$ cat src/rtl/pc_fetch_stage.sv
`default_nettype none
// ============================================================================
// Module   : pc_fetch_stage
// Brief    : Program counter and IF/ID register with a RUN/HALTED fetch FSM.
// Revision : 1.0
// ============================================================================
module pc_fetch_stage #(
  parameter logic [7:0] RESET_PC = 8'h00,
  parameter int         INSTR_W  = 16,
  parameter logic [3:0] HALT_OP  = 4'hF
) (
  input  logic               clk,
  input  logic               rst,
  input  logic               stall,
  input  logic               branch_taken,
  input  logic [7:0]         branch_target,
  output logic [7:0]         imem_addr,
  input  logic [INSTR_W-1:0] imem_data,
  output logic [7:0]         PC_out,
  output logic [INSTR_W-1:0] if_instr,
  output logic               if_valid,
  output logic               halted
);

  typedef enum logic [0:0] {
    ST_RUN    = 1'b0,
    ST_HALTED = 1'b1
  } state_t;

  state_t              r_state;
  logic [7:0]          r_pc;
  logic [7:0]          r_pc_out;
  logic [INSTR_W-1:0]  r_instr;
  logic                r_valid;
  logic                w_is_halt;

  assign w_is_halt = (imem_data[INSTR_W-1 -: 4] == HALT_OP);

  // Priority: reset, branch flush, stall, halted hold, normal fetch.
  always_ff @(posedge clk) begin
    if (rst) begin
      r_pc     <= RESET_PC;
      r_state  <= ST_RUN;
      r_valid  <= 1'b0;
      r_instr  <= '0;
      r_pc_out <= 8'h00;
    end else if (branch_taken) begin
      r_pc    <= branch_target;
      r_valid <= 1'b0;
      r_state <= ST_RUN;
    end else if (stall) begin
      r_pc    <= r_pc;
    end else if (r_state == ST_HALTED) begin
      r_valid <= 1'b0;
    end else begin
      r_instr  <= imem_data;
      r_pc_out <= r_pc;
      r_valid  <= 1'b1;
      // The halt word is delivered downstream but the PC parks on it.
      if (w_is_halt) begin
        r_state <= ST_HALTED;
      end else begin
        r_pc <= r_pc + 8'd1;
      end
    end
  end

  assign imem_addr = r_pc;
  assign PC_out    = r_pc_out;
  assign if_instr  = r_instr;
  assign if_valid  = r_valid;
  assign halted    = (r_state == ST_HALTED);

endmodule
`default_nettype wire

$ cat config.mk
export PLATFORM = sky130hd
export DESIGN_NAME = pc_fetch_stage
export DESIGN_NICKNAME = d
export VERILOG_FILES = /design/src/rtl/pc_fetch_stage.sv
export SDC_FILE = /design/constraint.sdc
export NUM_CORES = 1
export LEC_CHECK = 0
export BUFFER_PORTS_ARGS = -buffer_cell sky130_fd_sc_hd__buf_2
export CORE_MARGIN = 2
export CORE_UTILIZATION = 49
export CTS_BUF_LIST = sky130_fd_sc_hd__clkbuf_16
export CTS_CLUSTER_SIZE = 12
export DETAILED_ROUTE_END_ITERATION = 12
export GPL_ROUTABILITY_DRIVEN = 0
export HOLD_SLACK_MARGIN = 0.12
export PLACE_DENSITY = 0.94
export SLEW_MARGIN = 20
export SYNTH_ARGS = -nofsm -noshare
export SYNTH_HDL_FRONTEND = slang
export SYNTH_SLANG_ARGS = --single-unit
$ cat constraint.sdc
create_clock -name clk -period 5.2 [get_ports clk]
set_clock_uncertainty 0.15 [all_clocks]
set_input_delay 0.26 -clock clk [delete_from_list [all_inputs] [get_ports clk]]
set_output_delay 0.26 -clock clk [all_outputs]
set_load 0.05 [all_outputs]
---- Word-level counts from Yosys, hierarchy flattened ----
Index checks and enable logic that the tools add are counted.
storage, ports and cells
  word-level logic and storage cells ...... 23
  memories kept ........................... 0
  output and inout bits ................... 34
  memory bits (writable) .................. 0
  bits in read-only memories .............. 0
  latch bits .............................. 0
  input port bits ......................... 28
  register bits after elaboration ......... 34
operators by class
  shifts and indexed selects .............. 0
  multiply operators ...................... 0
  equal/unequal tests ..................... 4
  magnitude comparators ................... 0
  bitwise logic cells ..................... 3
  reduce and logical (&&, ||, !) cells .... 3
  add/sub/neg operators ................... 1
  div/mod/pow operators ................... 0
  mux-type cells .......................... 7
operator list
  operator               number
  $mux W8                4
  $add A8 B1 Y8 const B  1
  $reduce_and A3 Y1      2
  $eq A4 B4 Y1 const B   1
  $ne A2 B2 Y1 const B   2
  $mux W1                3
  $not A1 Y1             3
  $ne A2 B1 Y1 const B   1
  $reduce_or A2 Y1       1

---- Depth between registers and ports, before layout ----
  word-level depth ........................ 5
  mapped depth ............................ 6
  depth with buffers taken out ............ 4

---- Worst setup path after synthesis ----
Ideal clock, no wire load.
  kind .................................... flip-flop to flip-flop
  from .................................... reg r_pc[2], in the netlist imem_addr[2]
  to ...................................... reg r_pc[6], in the netlist imem_addr[6]
  path slack .............................. 3.074 ns
  library setup time ...................... 0.091 ns
  path buffers ............................ 1
  data required time ...................... 4.959 ns
  period minus slack after synthesis ...... 2.126 ns
  cell stages (with the launch flop) ...... 5
  data arrival time ....................... 1.885 ns
  cells stage by stage .................... dfxtp_1 -> or3b_1 -> clkbuf_2 -> or4_1 -> a311oi_1
between the ends
  word-level cells in the longest chain between the ends .. 5
RTL lines
  item                    RTL line  RTL
  start, declared         31        logic [7:0] r_pc;
  start signal, assigned  48        r_pc <= branch_target;
  start signal, assigned  52        r_pc <= r_pc;
  start signal, assigned  63        r_pc <= r_pc + 8'd1;
  $add A8 B1 Y8           63
  $mux W8                 60        if (w_is_halt) begin
  $mux W8                 53        end else if (r_state == ST_HALTED) begin
  $mux W8                 51        end else if (stall) begin
  $mux W8                 47        end else if (branch_taken) begin
Every way passes these cells. The select of a mux whose other input is x is not followed.
A chain may end at the register's enable or synchronous reset.

---- Worst setup path in the final report ----
  from .................................... in imem_data[15]
  to ...................................... reg r_pc[7], in the netlist imem_addr[7]
between the ends
  word-level cells in the longest chain between the ends .. 3
RTL lines
  item                                RTL line  RTL
  start, declared                     18        input logic [INSTR_W-1:0] imem_data,
  $eq A4 B4 Y1                        37        assign w_is_halt = (imem_data[INSTR_W-1 -: 4] == HALT_OP);
  $ne A2 B2 Y1 (no source line)       --
  $reduce_and A3 Y1 (no source line)  --
Every way passes these cells.

==> results_dict.tcl <==
set metrics [dict create \
    status "completed" \
    p_int_w 0.0005863 \
    tns_ns 0 \
    ys_seq_elements 34 \
    synth-compound-area-share_pct 18.95 \
    crit_arrival_ns 2.05 \
    layout-drive-gt1-share_pct 28.80 \
    worstPathRequired_ns 5.21 \
    syn_area_per_cell_um2 8.001 \
    cts_max_level 2 \
    synth_cells 175 \
    path_cells "dlygate4sd3_1 -> buf_2 -> and4_1 -> o41a_1 -> a2111oi_0" \
    grt_pass1_vias 1412 \
    clockPowerShare_pct 48.9 \
    use_met2_pct 41.88 \
    vias_per_cell 5.527 \
    relSlewSlack_pct 53.99 \
    r2r_setup_slack_ns 3.30 \
    rsz0062_at_grt "false" \
    switching_share_pct 25.65 \
    final-max-slew-violation-count 0 \
    r2r_cells 3 \
    leakagePower_nw 0.9130 \
    use_met3_pct 7.710 \
    cts_tree "yes" \
    synth_fp_nets 204 \
    hp-start "branch_target[2]" \
    grt_max_degree 35 \
    design_area_um2 2079 \
    ys_warn_count 0 \
    r2r-end "imem_addr[3]$_SDFFE_PP0P_" \
    clk_pin_slew_worst_paths_ns 0.05 \
    nNetsFinal 278 \
    synth_edf_count 0 \
    utilization_pct 76.06 \
    hold_viol 0 \
    critPathMaxStageDelay_ns 0.53 \
    yosys.area_share.simple_pct 26.36 \
    synth_top_family_by_area "simple AND/OR/NAND/NOR gates" \
    dr.first_iter.drc_count 63 \
    critPathKind "input pin to flop" \
    p_seq_share_pct 36.2 \
    synth.yosys.seq_area_share_pct 48.61 \
    hold_path_class "input pin to flop" \
    grt_overflow 0 \
    max_freq_mhz 490.7 \
    die_y_um 57.46 \
    clk_root_buffer_cell "clkbuf_16" \
    synth-xor-area-share_pct 0 \
    total_power_w 0.0007886 \
    die-area_um2 3301 \
    vdd_drop_max_uv 446.8 \
    top_usage_layer "met2" \
    vias 1553 \
    num_io_pins 62 \
    holdPathStages 3 \
    max_cap_violations 0 \
    yosysMostFrequentCell "nand2_1" \
    grtUsageMet1_pct 30.64 \
    track_usage_pct 25.63 \
    synth_common_cells "nand2_1, dfxtp_1, a21oi_1, clkbuf_1, nor2_1" \
    cts_buffers 5 \
    initial_core_util_pct 51.21 \
    ys.flop_type "dfxtp_1" \
    synth_area_leaders "dfxtp_1, nand2_1, a21oi_1, a311oi_1, clkbuf_1" \
    synth_top_area_share_pct 48.61 \
    place_area_um2 1695 \
    powerDensity_nw_per_um2 379.2 \
    power.switching_w 0.0002023 \
    whs_endpoint "imem_addr[2]$_SDFFE_PP0P_" \
    dieWidth_um 57.46 \
    drc 0 \
    cp_max_fo 13 \
    synth_mux_area_share_pct 0 \
    antenna_left 0 \
    detailed_place_hpwl_mm 2.308 \
    dr.pass1.iters 4 \
    antenna_found_initial 0 \
    cts_buffer_depth 2 \
    antenna_cells_inserted 0 \
    ys_async_sr_fraction_pct 0 \
    worst_pin_slew_ns 0.6865 \
    cp_slowest_cell "dlygate4sd3_1" \
    wl_mm 4.068 \
    post-route-period-util_pct 39.19 \
    p_comb_share_pct 15.0 \
    final.min_clock_period_ns 2.038 \
    r2r_start "imem_addr[2]$_SDFFE_PP0P_" \
    rows 19 \
    port_buffers 61 \
    syn_to_final_growth_pct 48.53 \
    synthesis.area_um2 1400 \
    synth_adder_area_share_pct 0.8937 \
    end_kind "flop" \
    ys_types 25 \
    wl_per_cell_um 14.48 \
    clock-sinks 34 \
    core_area_um2 2734 \
    insertion_delay_ns 0.27 \
    grt_pass1_wl_mm 6.396 \
    critPathLaunchType "input pin" \
    setup_violations 0 \
    yosys.area.top_type "dfxtp_1" \
]
[per-layer routing]
metal  routed length [um]  vias up
met5                    0        -
li1                     -      765
met4                  150        0
met2                 2033       75
met3                  287       14
met1                 1597      699
[through the flow]
step / setup slack, ns / hold slack [ns] / cells
6_report: 3.162 / 0.1215 / 281
5_1_grt: 3.052 / 0.1521 / 281
4_1_cts: 3.146 / 0.1285 / 281
3_3_place_gp: 3.352 / 0.2882 / 254
2_1_floorplan: 3.074 / 0.2460 / 175
3_5_place_dp: 3.303 / 0.2932 / 254
[worst max-delay path by stage]
stage	start	to	slack [ns]	depth (start not counted)
floorplan	imem_addr[2]$_SDFFE_PP0P_	imem_addr[6]$_SDFFE_PP0P_	3.07	4
global placement	stall	imem_addr[6]$_SDFFE_PP0P_	3.35	4
detailed placement	stall	imem_addr[3]$_SDFFE_PP0P_	3.30	4
CTS	imem_data[15]	imem_addr[7]$_SDFFE_PP0P_	3.15	5
global route	imem_data[15]	imem_addr[7]$_SDFFE_PP0P_	3.05	5
finish	imem_data[15]	imem_addr[7]$_SDFFE_PP0P_	3.16	5
[area by class of cell]
type	count	area (um2)
clock buffers	5	125.1
clock inverters	3	68.82
fillers	203	654.4
inverters	3	11.26
multi-input cells	124	651.9
flip-flops and latches	34	680.7
well taps	31	38.79
repair buffers	81	503.0
[power groups by stage]
| stage | clock [W] | sequential [W] | combinational [W] |
|---|---|---|---|
| final | 0.000385 | 0.000285 | 0.000118 |
| after global routing | 0.000397 | 0.000287 | 0.000126 |
| after CTS | 0.000387 | 0.000285 | 0.000117 |
| after detailed placement | 0 | 0.000290 | 0.000105 |
| after global placement | 0 | 0.000289 | 0.000104 |
| after floorplan | 0 | 0.000332 | 0.0000332 |
[flip-flops by register name, indices dropped and copies added (netlist names)]
register,count
PC_out,8
halted,1
if_instr,16
if_valid,1
imem_addr,8
[cell usage in the layout (no fill, tap or decap), drive strengths merged, types with 2 or more instances in the layout]
cell,netlist,routed
bufinv,0,2
dfxtp,34,34
clkbuf,13,5
nand2,50,50
or4,4,4
nor2b,2,2
nor2,10,10
nand4,4,4
a311oi,7,7
dlygate4sd3,0,19
nor3,3,3
o31ai,6,6
a21oi,26,26
buf,1,62
a2111oi,2,2
inv,3,3
[critical path: cells and delay by family]
family	cells	cell delay, ns
compound gates	2	0.78
buf+inv	2	0.67
simple gates	1	0.33
[kinds of logic after synthesis]
| kind of cell | count (synthesis) |
|---|---|
| and+or+nand+nor | 81 |
| AOI/OAI and AO/OA | 42 |
| DFF | 34 |
| buffers and inverters | 17 |
| adders and majority gates | 1 |
[timing repair]
| item | CTS | global route |
|---|---|---|
| resized for setup | 0 | 0 |
| hold buffers | 19 | 0 |
| setup buffers | 0 | 0 |
| endpoints found under the hold margin | 19 | 0 |
No activity file was read; power rests on OpenSTA's default activity.
